<file path="src/rtl/seg7_scan_driver_if.sv">
`default_nettype none
// ============================================================================
// Module   : seg7_scan_driver_if
// Brief    : Pattern/control/display bundle for seg7_scan_driver.
//            Optional macro SEG7_DIM_EN adds the 2-bit bright control.
// Revision : 1.0 - initial release
// ============================================================================
interface seg7_scan_driver_if;
  logic [3:0][6:0] seg_in;
  logic            load;
  logic            enable;
`ifdef SEG7_DIM_EN
  logic [1:0]      bright;
`endif
  logic [6:0]      seg;
  logic [3:0]      an;
  logic            frame_done;

`ifdef SEG7_DIM_EN
  modport master (
    output seg_in, load, enable, bright,
    input  seg, an, frame_done
  );
  modport slave (
    input  seg_in, load, enable, bright,
    output seg, an, frame_done
  );
`else
  modport master (
    output seg_in, load, enable,
    input  seg, an, frame_done
  );
  modport slave (
    input  seg_in, load, enable,
    output seg, an, frame_done
  );
`endif
endinterface
`default_nettype wire

</file>
<file path="src/rtl/seg7_scan_driver.sv">
`default_nettype none
// ============================================================================
// Module   : seg7_scan_driver
// Brief    : Four-digit common-anode 7-segment scanner with dead-time blanking
//            and tear-free pattern commit. Macro SEG7_DIM_EN enables dimming.
// Revision : 1.0 - initial release
// ============================================================================
module seg7_scan_driver #(
  parameter int PRESCALE     = 50000,
  parameter int BLANK_CYCLES = 16
) (
  input  logic              clk,
  input  logic              rst,
  seg7_scan_driver_if.slave bus
);

  localparam int            c_cnt_w      = (PRESCALE > 1) ? $clog2(PRESCALE) : 1;
  localparam logic [c_cnt_w-1:0] c_cnt_last   = c_cnt_w'(PRESCALE - 1);
  localparam logic [c_cnt_w-1:0] c_blank_last = c_cnt_w'(BLANK_CYCLES - 1);
  localparam logic [6:0]    c_seg_off    = 7'h7F;
  localparam logic [3:0]    c_an_off     = 4'hF;

  typedef enum logic [0:0] {
    ST_BLANK = 1'b0,
    ST_SHOW  = 1'b1
  } state_t;

  state_t               r_state;
  state_t               w_state_nxt;
  logic [c_cnt_w-1:0]   r_cnt;
  logic [c_cnt_w-1:0]   w_cnt_nxt;
  logic [1:0]           r_dig;
  logic [1:0]           w_dig_nxt;
  logic [3:0][6:0]      r_pend;
  logic [3:0][6:0]      r_shadow;
  logic [6:0]           r_seg;
  logic [6:0]           w_seg_nxt;
  logic [3:0]           r_an;
  logic [3:0]           w_an_nxt;
  logic                 r_frame_done;
  logic                 w_slot_end;
  logic                 w_frame_end;
  logic                 w_lit;

  assign w_slot_end  = (r_cnt == c_cnt_last);
  assign w_frame_end = w_slot_end && (r_dig == 2'd3);
  assign w_cnt_nxt   = w_slot_end ? '0 : r_cnt + 1'b1;
  assign w_dig_nxt   = w_slot_end ? r_dig + 2'd1 : r_dig;

  always_ff @(posedge clk or posedge rst) begin
    if (rst) begin
      r_state <= ST_BLANK;
      r_cnt   <= '0;
      r_dig   <= 2'd0;
    end else begin
      r_state <= w_state_nxt;
      r_cnt   <= w_cnt_nxt;
      r_dig   <= w_dig_nxt;
    end
  end

  always_comb begin
    w_state_nxt = r_state;
    case (r_state)
      ST_BLANK: if (r_cnt == c_blank_last) w_state_nxt = ST_SHOW;
      ST_SHOW:  if (w_slot_end)            w_state_nxt = ST_BLANK;
      default:                             w_state_nxt = ST_BLANK;
    endcase
  end

  // A load coinciding with the boundary lands in pend while shadow takes the
  // previous pend, so the new set surfaces one frame later.
  always_ff @(posedge clk or posedge rst) begin
    if (rst) begin
      r_pend   <= {4{c_seg_off}};
      r_shadow <= {4{c_seg_off}};
    end else begin
      if (bus.load)    r_pend   <= bus.seg_in;
      if (w_frame_end) r_shadow <= r_pend;
    end
  end

`ifdef SEG7_DIM_EN
  localparam int                 c_on_w  = c_cnt_w + 1;
  localparam logic [c_on_w-1:0]  c_blank = c_on_w'(BLANK_CYCLES);

  logic [1:0]        r_bright;
  logic [c_on_w-1:0] w_on_time [4];
  logic [c_on_w-1:0] w_show_idx;

  for (genvar b = 0; b < 4; b++) begin : g_on_time
    localparam int c_on = ((b + 1) * (PRESCALE - BLANK_CYCLES)) >> 2;
    assign w_on_time[b] = c_on_w'(c_on);
  end

  // Level is latched at slot start so the on-time is stable for the slot.
  always_ff @(posedge clk or posedge rst) begin
    if (rst) begin
      r_bright <= 2'd3;
    end else if (r_cnt == '0) begin
      r_bright <= bus.bright;
    end
  end

  assign w_show_idx = {1'b0, r_cnt} - c_blank;
  assign w_lit      = (r_state == ST_SHOW) && (w_show_idx < w_on_time[r_bright]);
`else
  assign w_lit      = (r_state == ST_SHOW);
`endif

  always_comb begin
    w_an_nxt  = c_an_off;
    w_seg_nxt = c_seg_off;
    if (bus.enable && w_lit) begin
      w_an_nxt  = ~(4'b0001 << r_dig);
      w_seg_nxt = r_shadow[r_dig];
    end
  end

  always_ff @(posedge clk or posedge rst) begin
    if (rst) begin
      r_an         <= c_an_off;
      r_seg        <= c_seg_off;
      r_frame_done <= 1'b0;
    end else begin
      r_an         <= w_an_nxt;
      r_seg        <= w_seg_nxt;
      r_frame_done <= w_frame_end;
    end
  end

  assign bus.an         = r_an;
  assign bus.seg        = r_seg;
  assign bus.frame_done = r_frame_done;

endmodule
`default_nettype wire

</file>
<file path="src/flat_wrapper.sv">
// flat-port wrapper written by rule: the top's interface ports become plain ports
module seg7_scan_driver_flat 
#(
  parameter int PRESCALE     = 50000,
  parameter int BLANK_CYCLES = 16
)
  (clk, rst, bus_seg_in, bus_load, bus_enable, bus_seg, bus_an, bus_frame_done);
  seg7_scan_driver_if bus_i ();
  input  logic clk;
  input  logic rst;
  input wire logic [$bits(bus_i.seg_in)-1:0] bus_seg_in;
  input wire logic [$bits(bus_i.load)-1:0] bus_load;
  input wire logic [$bits(bus_i.enable)-1:0] bus_enable;
  output wire logic [$bits(bus_i.seg)-1:0] bus_seg;
  output wire logic [$bits(bus_i.an)-1:0] bus_an;
  output wire logic [$bits(bus_i.frame_done)-1:0] bus_frame_done;
  assign bus_i.seg_in = bus_seg_in;
  assign bus_i.load = bus_load;
  assign bus_i.enable = bus_enable;
  assign bus_seg = bus_i.seg;
  assign bus_an = bus_i.an;
  assign bus_frame_done = bus_i.frame_done;
  seg7_scan_driver #(.PRESCALE(PRESCALE), .BLANK_CYCLES(BLANK_CYCLES)) u_core (.clk(clk), .rst(rst), .bus(bus_i));
endmodule
</file>
<file path="config.mk">
export PLATFORM = sky130hd
export DESIGN_NAME = seg7_scan_driver_flat
export DESIGN_NICKNAME = d
export VERILOG_FILES = /design/src/rtl/seg7_scan_driver_if.sv /design/src/rtl/seg7_scan_driver.sv /design/src/flat_wrapper.sv
export SDC_FILE = /design/constraint.sdc
export NUM_CORES = 1
export LEC_CHECK = 0
export CORE_ASPECT_RATIO = 1.25
export CORE_MARGIN = 1.5
export CORE_UTILIZATION = 50
export CTS_BUF_LIST = sky130_fd_sc_hd__clkbuf_8 sky130_fd_sc_hd__clkbuf_16
export CTS_CLUSTER_DIAMETER = 80
export CTS_CLUSTER_SIZE = 30
export DETAILED_ROUTE_END_ITERATION = 7
export GPL_TIMING_DRIVEN = 0
export HOLD_SLACK_MARGIN = 0.12
export PLACE_DENSITY = 0.85
export SLEW_MARGIN = 10
export SYNTH_ARGS = -nofsm -noshare
export SYNTH_HDL_FRONTEND = slang
export SYNTH_SLANG_ARGS = --single-unit
</file>
<file path="constraint.sdc">
create_clock -name clk -period 3 [get_ports clk]
set_input_delay 0.9 -clock clk [delete_from_list [all_inputs] [get_ports clk]]
set_output_delay 0.9 -clock clk [all_outputs]
set_load 0.03 [all_outputs]
</file>
==> metrics.md <==
| Metric | Value |
|---|---|
| Outcome | finished, final reports clean |
| Die X | 79.1 um |
| Mapped cell area | about 3600 um2 |
| Most frequent cells in the layout | dfstp_2 (67), mux2_2 (47), clkdlybuf4s50_1 (42) |
| Most common cell after layout, fill and taps aside | dfstp_2 |
| 1st-pass router iterations | 4 |
| Clock-pin slew on the worst setup and hold paths | 80 ps |
| Drt initial violations | 61 |
| Pins over their slew limit | 0 |
| Slowest-stage cell, CP | clkdlybuf4s50_1 |
| Die Y | 98.2 um |
| H-tree depth | 3 |
| Worst Skew | around 6.8 ps |
| Critical Path RT | around 2100 ps |
| Port bufs | 42 |
| Resized cells post-CTS | 0 |
| Antenna violations before repair | 0 |
| Reg2reg setup slack | ~970 ps |
| Area after DPL | ~4200 um2 |
| Nets | about 330 |
| M2 GR Usage | between 20 and 30% |
| Share of layout cells above drive strength 1 | 51.2% |
| Worst EP arrival | roughly 1500 ps |
| CP Cell Sequence | clkdlybuf4s50_1 |
| RSZ-0062 raised after global routing | no |
| Initial core utilization | between 50% and 60% |
| Tmin final | 2440 ps |
| DR vias | approximately 2000 |
| Ant diodes | 0 |
| Largest net degree at the start of global routing | 33 |
| Hold WC Path Type | reg -> reg |
| Pre-CTS setup slack | around 620 ps |
| Post-DP HPWL | between 4000 and 5000 um |
| Async SR Flop Fraction | between 90% and 100% |
| Seq cells post-synth | 87 |
| Boundary Pins | 44 |
| PwrDens | approximately 500 nW/um2 |
| Measured slew at the worst slew-check pin | 619 ps |
| # clock sinks | 87 |
| Design area | about 4400 um2 |
| Cell family with most CP delay | buffers and inverters |
| Post-DRT Antenna Nets | 0 |
| GRT Util Overall | 17.8% |
| Critical path peak fanout | 1 |
| YS warnings | 0 |
| Wirelength, routed | roughly 6000 um |
| CTS Buffer Depth | 2 |
| Routability-driven placement congestion ratio | between 0.8 and 0.9 |
| Synthesized area per cell | approximately 15 um2 |
| Setup Total Neg Slack | 0 ps |
| Worst rel slew slack | 58.6% |
| First-pass GRT wire length | 10500 um |
| Root buffer cell | clkbuf_8 |
| GR Util met3 | 4.11% |
| Fin crit share | 81.5% |
| Syn_nets | roughly 280 |
| Pleak | around 1.8 nW |
| Unique masters post-synth | 33 |
| Total CTS buffers | 9 |
| Final Util | between 60% and 70% |
| Met1 GRT Util | a little over a fifth |
| Synth Instances | roughly 240 |
| Total power | 2.20 mW |
| Max-Cap Viols | 0 |
| Final setup vio count | 0 |
| Routed length per placed instance | 15.3 um |
| Cell Rows | 34 |
| Synth Flop Type | dfstp_2 |
| Final hold vios | 0 |
| Clock latency on the worst-skew pair | around 340 ps |
| Die area | a little under 8000 um2 |
| # Post-CTS Setup Buffers | 0 |
| Grt ovf | 0 |
| CTS Hold Bufs | 0 |
| CP Buf/Inv Count | 1 |
| GR peak layer | met2 |
| Min setup slack post-route | ~560 ps |
| Max frequency | between 400 and 500 MHz |
| Layout area overhead | 21.1% |
| CP max stage delay | around 660 ps |
| Vias in the first global route | roughly 2200 |
| Startpoint Class | flip-flop |
| CP endpoint kind | output port |
| # DRC | 0 |
| CTS tree | yes |
| Seq/Total Area, Yosys | just over 60% |
| Kind of critical path | reg -> out |
| Post-synth EDFFs | 0 |
| Peak supply drop | ~0.00033 V |
| Core ar. | around 7000 um2 |
| Vias per Instance | around 5.1 |
[Yosys cell counts, types with 3 or more instances]
master | number | share of area [%]
ha_1 | 5 | 1.7
dfstp_2 | 67 | 49
mux2_1 | 10 | 3.1
dfrtp_1 | 20 | 14
clkbuf_1 | 3 | 0.31
inv_1 | 8 | 0.83
nor2_1 | 11 | 1.1
xnor2_1 | 9 | 2.2
xor2_1 | 5 | 1.2
mux2_2 | 47 | 15
mux4_2 | 7 | 4.4
nor3_1 | 4 | 0.55
or2_2 | 7 | 1.2
nand3_1 | 12 | 1.7
[routing by layer]
| metal | part of all wire (%) | vias up |
|---|---|---|
| li1 | - | 943 |
| met1 | 42 | 999 |
| met5 | 0 | - |
| met3 | 3.0 | 8 |
| met4 | 1.8 | 0 |
| met2 | 53 | 40 |
[final cells by class]
class / instances / area, um2
timing repair buffer: 44 / 460
multi-input combinational: 136 / 1280
clock inverter: 7 / 65.1
fill: 523 / 2590
inverter: 8 / 33.8
clock buffer: 9 / 124
tap: 90 / 113
sequential: 87 / 2260
buffer: 8 / 47.5
[logic make-up after synthesis]
family | count (synthesis) | synth area share (%)
fa+ha+maj | 5 | 1.73
simple gates | 49 | 7.49
mux | 64 | 22.1
buf+inv | 16 | 2.14
flops | 87 | 62.4
xor+xnor | 14 | 3.38
compound gates | 4 | 0.794
[where the power goes]
group	switching (mW)	internal (mW)
combinational	0.0638	0.0864
sequential	0.0210	1.25
clock	0.400	0.380
[state kept, by name (all words and copies together), names as in the netlist]
name / count
u_core.r_cnt: 16
u_core.r_dig: 2
u_core.bus.an: 4
u_core.r_pend: 28
u_core.r_shadow: 28
u_core.bus.frame_done: 1
u_core.bus.seg: 7
u_core.r_state: 1
[final timing paths]
kind,start,endpoint,depth (start not counted)
hold / removal,u_core.r_cnt[15]$_DFF_PP0_,u_core.r_state$_DFF_PP0_,1
max in group asynchronous,rst,u_core.r_shadow[20]$_DFFE_PP1P_,4
setup reg to reg,u_core.r_cnt[0]$_DFF_PP0_,u_core.r_shadow[7]$_DFFE_PP1P_,7
hold reg to reg,u_core.r_cnt[15]$_DFF_PP0_,u_core.r_state$_DFF_PP0_,1
min in group asynchronous,rst,u_core.r_pend[0]$_DFFE_PP1P_,2
setup / recovery,u_core.bus.seg[4]$_DFF_PP1_,bus_seg[4],1
[metrics by stage]
| step | std cells | hold WS (ps) |
|---|---|---|
| 5_1_grt | 389 | 526 |
| 2_1_floorplan | 239 | 454 |
| 3_5_place_dp | 373 | 478 |
| 3_3_place_gp | 371 | 467 |
| 6_report | 389 | 489 |
| 4_1_cts | 389 | 495 |
Note: power is estimated with default switching activity, not from simulation.
==> patch 1: new RTL, same settings <==
`BLANK_CYCLES` is set to 16 in 2 places; all go to 15.
--- a/src/rtl/seg7_scan_driver.sv
+++ b/src/rtl/seg7_scan_driver.sv
@@ -7,7 +7,7 @@
 // ============================================================================
 module seg7_scan_driver #(
   parameter int PRESCALE     = 50000,
-  parameter int BLANK_CYCLES = 16
+  parameter int BLANK_CYCLES = 15
 ) (
   input  logic              clk,
   input  logic              rst,
--- a/src/flat_wrapper.sv
+++ b/src/flat_wrapper.sv
@@ -2,7 +2,7 @@
 module seg7_scan_driver_flat 
 #(
   parameter int PRESCALE     = 50000,
-  parameter int BLANK_CYCLES = 16
+  parameter int BLANK_CYCLES = 15
 )
   (clk, rst, bus_seg_in, bus_load, bus_enable, bus_seg, bus_an, bus_frame_done);
   seg7_scan_driver_if bus_i ();
Check against the original RTL: no difference found for any inputs over 10 cycles, from zero or initial values and one cycle with rst high; that may be too few to reach the edited logic, so the function may still have changed.
==> patch 1 against the unedited design <==
Power is 0.32% lower; critical path type unchanged; wire length is 6.7% higher; sequential cell count stayed put; largest cell class unchanged; fmax is 0.22% higher; critical endpoint is now bus_an[2]; worst setup slack better by 5.3 ps; first-iteration DRC count is 64% higher; final area is 3.2% higher; area after synthesis is 3.7% higher; highest routed layer unchanged.
==> patch 1: results (changes against the unedited design) <==
* Status: finished clean (unchanged)
* Inverters at 7 (was 8)
* Synth top area cells: dfstp_2 (47%), dfrtp_1 (13%), mux2_2 (11%), mux2_4 (8.0%), mux4_2 (4.2%) (was dfstp_2 (49%), mux2_2 (15%), dfrtp_1 (14%), mux4_2 (4.4%), mux2_1 (3.1%))
* M2 GR Usage at 29.3% (was 29.7%)
* Met3 Use GR at 4.27% (was 4.11%)
* Worst-margin pin slew at 641 ps (was 619 ps)
* Sw Pwr at 488 uW (was 485 uW)
* Dpl cells at 380 (was 373)
* Clock buffer count at 12 (was 9)
* Placed cell area at 4340 um2 (was 4200 um2)
* Clock-cell share of area at 4.28% (was 4.30%)
* Area grow syn2layout at 20.6% (was 21.1%)
* Clock net power at 771 uW (was 780 uW)
* Vias in the first global route at 2214 (was 2172)
* Top cells by instance count after synthesis: dfstp_2 (67), mux2_2 (36), dfrtp_1 (20), mux2_4 (20), nor2_1 (11) (was dfstp_2 (67), mux2_2 (47), dfrtp_1 (20))
* P per Cell Area at 484 nW/um2 (was 502 nW/um2)
* VDD IR max at 0.000292 V (was 0.000333 V)
* WL met2 at 3280 um (was 3160 um)
* Via count at 2047 (was 1990)
* Area of the multi-input gates at 1420 um2 (was 1280 um2)
* Total track usage at 18.2% (was 17.8%)
* DRT iter0 DRCs at 100 (was 61)
* Die area at 8040 um2 (was 7770 um2)
* Lkg Pwr at 0.00189 uW (was 0.00178 uW)
* Routed WL per cell at 16.1 um (was 15.3 um)
* Routed vias/inst at 5.17 (was 5.12)
* Multi-input gates at 141 (was 136)
* Yosys cell types at 32 (was 33)
* Post-Syn Nets at 282 (was 276)
* Top-area cell type share of the netlist area at 46.9% (was 48.6%)
* Largest net degree at the start of global routing at 43 (was 33)
* HPWL reported at the end of detailed placement at 4610 um (was 4310 um)
* Routed wl met3 at 182 um (was 179 um)
* Fillers at 537 (was 523)
* Layout cells sized above 1 at 53.9% (was 51.2%)
* Met1 usage at 23.4% (was 22.0%)
* Synth Instances at 244 (was 239)
* First-pass GRT wire length at 10900 um (was 10500 um)
* Post-synthesis sequential area ratio at 60.2% (was 62.4%)
* Number of non-clock buffers in the layout at 53 (was 52)
* Clk pin slew, worst setup/hold paths at 90 ps
==> patch 1: kinds of logic (layout without fill, tap and decap cells) <==
kind of cell	count (synthesis)	in the layout	share of synthesized area, %
AOI/OAI and AO/OA	2	2	0.300
xor gates and xnor gates	15	15	3.50
adders and majority gates	6	6	2.00
buffers and inverters	16	76	2.03
DFF	87	87	60.2
muxes	63	63	23.0
and+or+nand+nor	55	55	8.99
==> patch 1: final timing paths <==
| kind | start | end | slack [ps] | cells after the start |
|---|---|---|---|---|
| max in group asynchronous | rst | u_core.r_shadow[12] | 1270 | 4 |
| max | u_core.bus.an[2] | bus_an[2] | 560 | 1 |
| min | u_core.r_cnt[11] | u_core.r_cnt[11] | 530 | 1 |
| min in group asynchronous | rst | u_core.r_pend[1] | 1200 | 2 |
| max reg2reg | u_core.r_cnt[0] | u_core.r_shadow[3] | 900 | 6 |
| min reg2reg | u_core.r_cnt[11] | u_core.r_cnt[11] | 530 | 1 |
==> patch 2: new RTL, config.mk and constraints unchanged <==
Without the edit above. `PRESCALE` is set to 50000 in 2 places; all go to 100000.
--- a/src/rtl/seg7_scan_driver.sv
+++ b/src/rtl/seg7_scan_driver.sv
@@ -6,7 +6,7 @@
 // Revision : 1.0 - initial release
 // ============================================================================
 module seg7_scan_driver #(
-  parameter int PRESCALE     = 50000,
+  parameter int PRESCALE     = 100000,
   parameter int BLANK_CYCLES = 16
 ) (
   input  logic              clk,
--- a/src/flat_wrapper.sv
+++ b/src/flat_wrapper.sv
@@ -1,7 +1,7 @@
 // flat-port wrapper written by rule: the top's interface ports become plain ports
 module seg7_scan_driver_flat 
 #(
-  parameter int PRESCALE     = 50000,
+  parameter int PRESCALE     = 100000,
   parameter int BLANK_CYCLES = 16
 )
   (clk, rst, bus_seg_in, bus_load, bus_enable, bus_seg, bus_an, bus_frame_done);
Behaviour: no difference found for any inputs over 10 cycles, from zero or initial values and one cycle with rst high; that may be too few to reach the edited logic, so the function may still have changed.
==> patch 2 against the unedited design <==
First-iteration DRC count up 62%; fmax about the same; power fell by 0.61%; final area increased by 3.8%; sequential cell count rose by 1; worst setup slack barely moved; area after synthesis up 4.8%; wire length rose by 9.4%; largest cell class unchanged.
==> patch 2: results (changes against the unedited design) <==
* Status: finished clean (unchanged)
* Clock buffer count at 10 (was 9)
* Lkg Pwr at 0.00187 uW (was 0.00178 uW)
* Largest net degree at the start of global routing at 35 (was 33)
* Synth Area in XOR/XNOR at 3.69% (was 3.38%)
* Internal power at 1680 uW (was 1720 uW)
* Buffering overhead at 11.8% (was 11.6%)
* Critical R2R Capture: u_core.r_shadow[17] (was u_core.r_shadow[7])
* Post-Syn Nets at 289 (was 276)
* Synth Register Bits at 88 (was 87)
* Synth Cell Area at 3800 um2 (was 3620 um2)
* Fillers at 565 (was 523)
* Sequential Area at 2290 um2 (was 2260 um2)
* VDD IR max at 0.000374 V (was 0.000333 V)
* HPWL reported at the end of detailed placement at 4780 um (was 4310 um)
* Routed WL at 6520 um (was 5960 um)
* Avg Synthesized Cell Area at 15.1 um2 (was 15.2 um2)
* Setup WS pre-CTS at 615 ps (was 621 ps)
* RePlAce Congestion at 0.774 (was 0.886)
* DRT iter0 DRCs at 99 (was 61)
* Sw Pwr at 509 uW (was 485 uW)
* Met3 Use GR at 4.55% (was 4.11%)
* Post-synthesis sequential area ratio at 60.2% (was 62.4%)
* Area of the multi-input gates at 1410 um2 (was 1280 um2)
* Rel. slew slack at 56.3% (was 58.6%)
* Reg2Reg Setup Slack at 780 ps (was 970 ps)
* Compound-Gate Fraction of Synth Area at 0.165% (was 0.794%)
* Fin nets at 344 (was 331)
* Clk_skew at 7.20 ps (was 6.82 ps)
==> patch 2: cell count changes after synthesis, sizes merged, moves of 2 or more <==
cell / before / now
nand2: 2 / 10
nand4: 2 / 6
xnor2: 9 / 13
clkbuf: 3 / 6
and3: 2 / 0
or4: 1 / 3
xor2: 5 / 3
==> patch 2: worst min-delay path by stage <==
stage	start	endpoint	slack [ps]	cells past startpoint
after floorplan	u_core.r_state	u_core.bus.an[0]	470	1
after global placement	u_core.r_cnt[0]	u_core.r_cnt[0]	490	1
after detailed placement	u_core.r_state	u_core.bus.an[1]	500	1
after CTS	u_core.r_cnt[0]	u_core.r_cnt[0]	520	1
after global routing	u_core.r_cnt[14]	u_core.r_cnt[14]	530	1
final	u_core.r_cnt[0]	u_core.r_cnt[0]	510	1
==> patch 2: routing by layer <==
layer  up-vias  wire length, um
met5         -                0
met4         0              166
met3        15              226
met2        55             3570
met1      1078             2560
li1        990                -
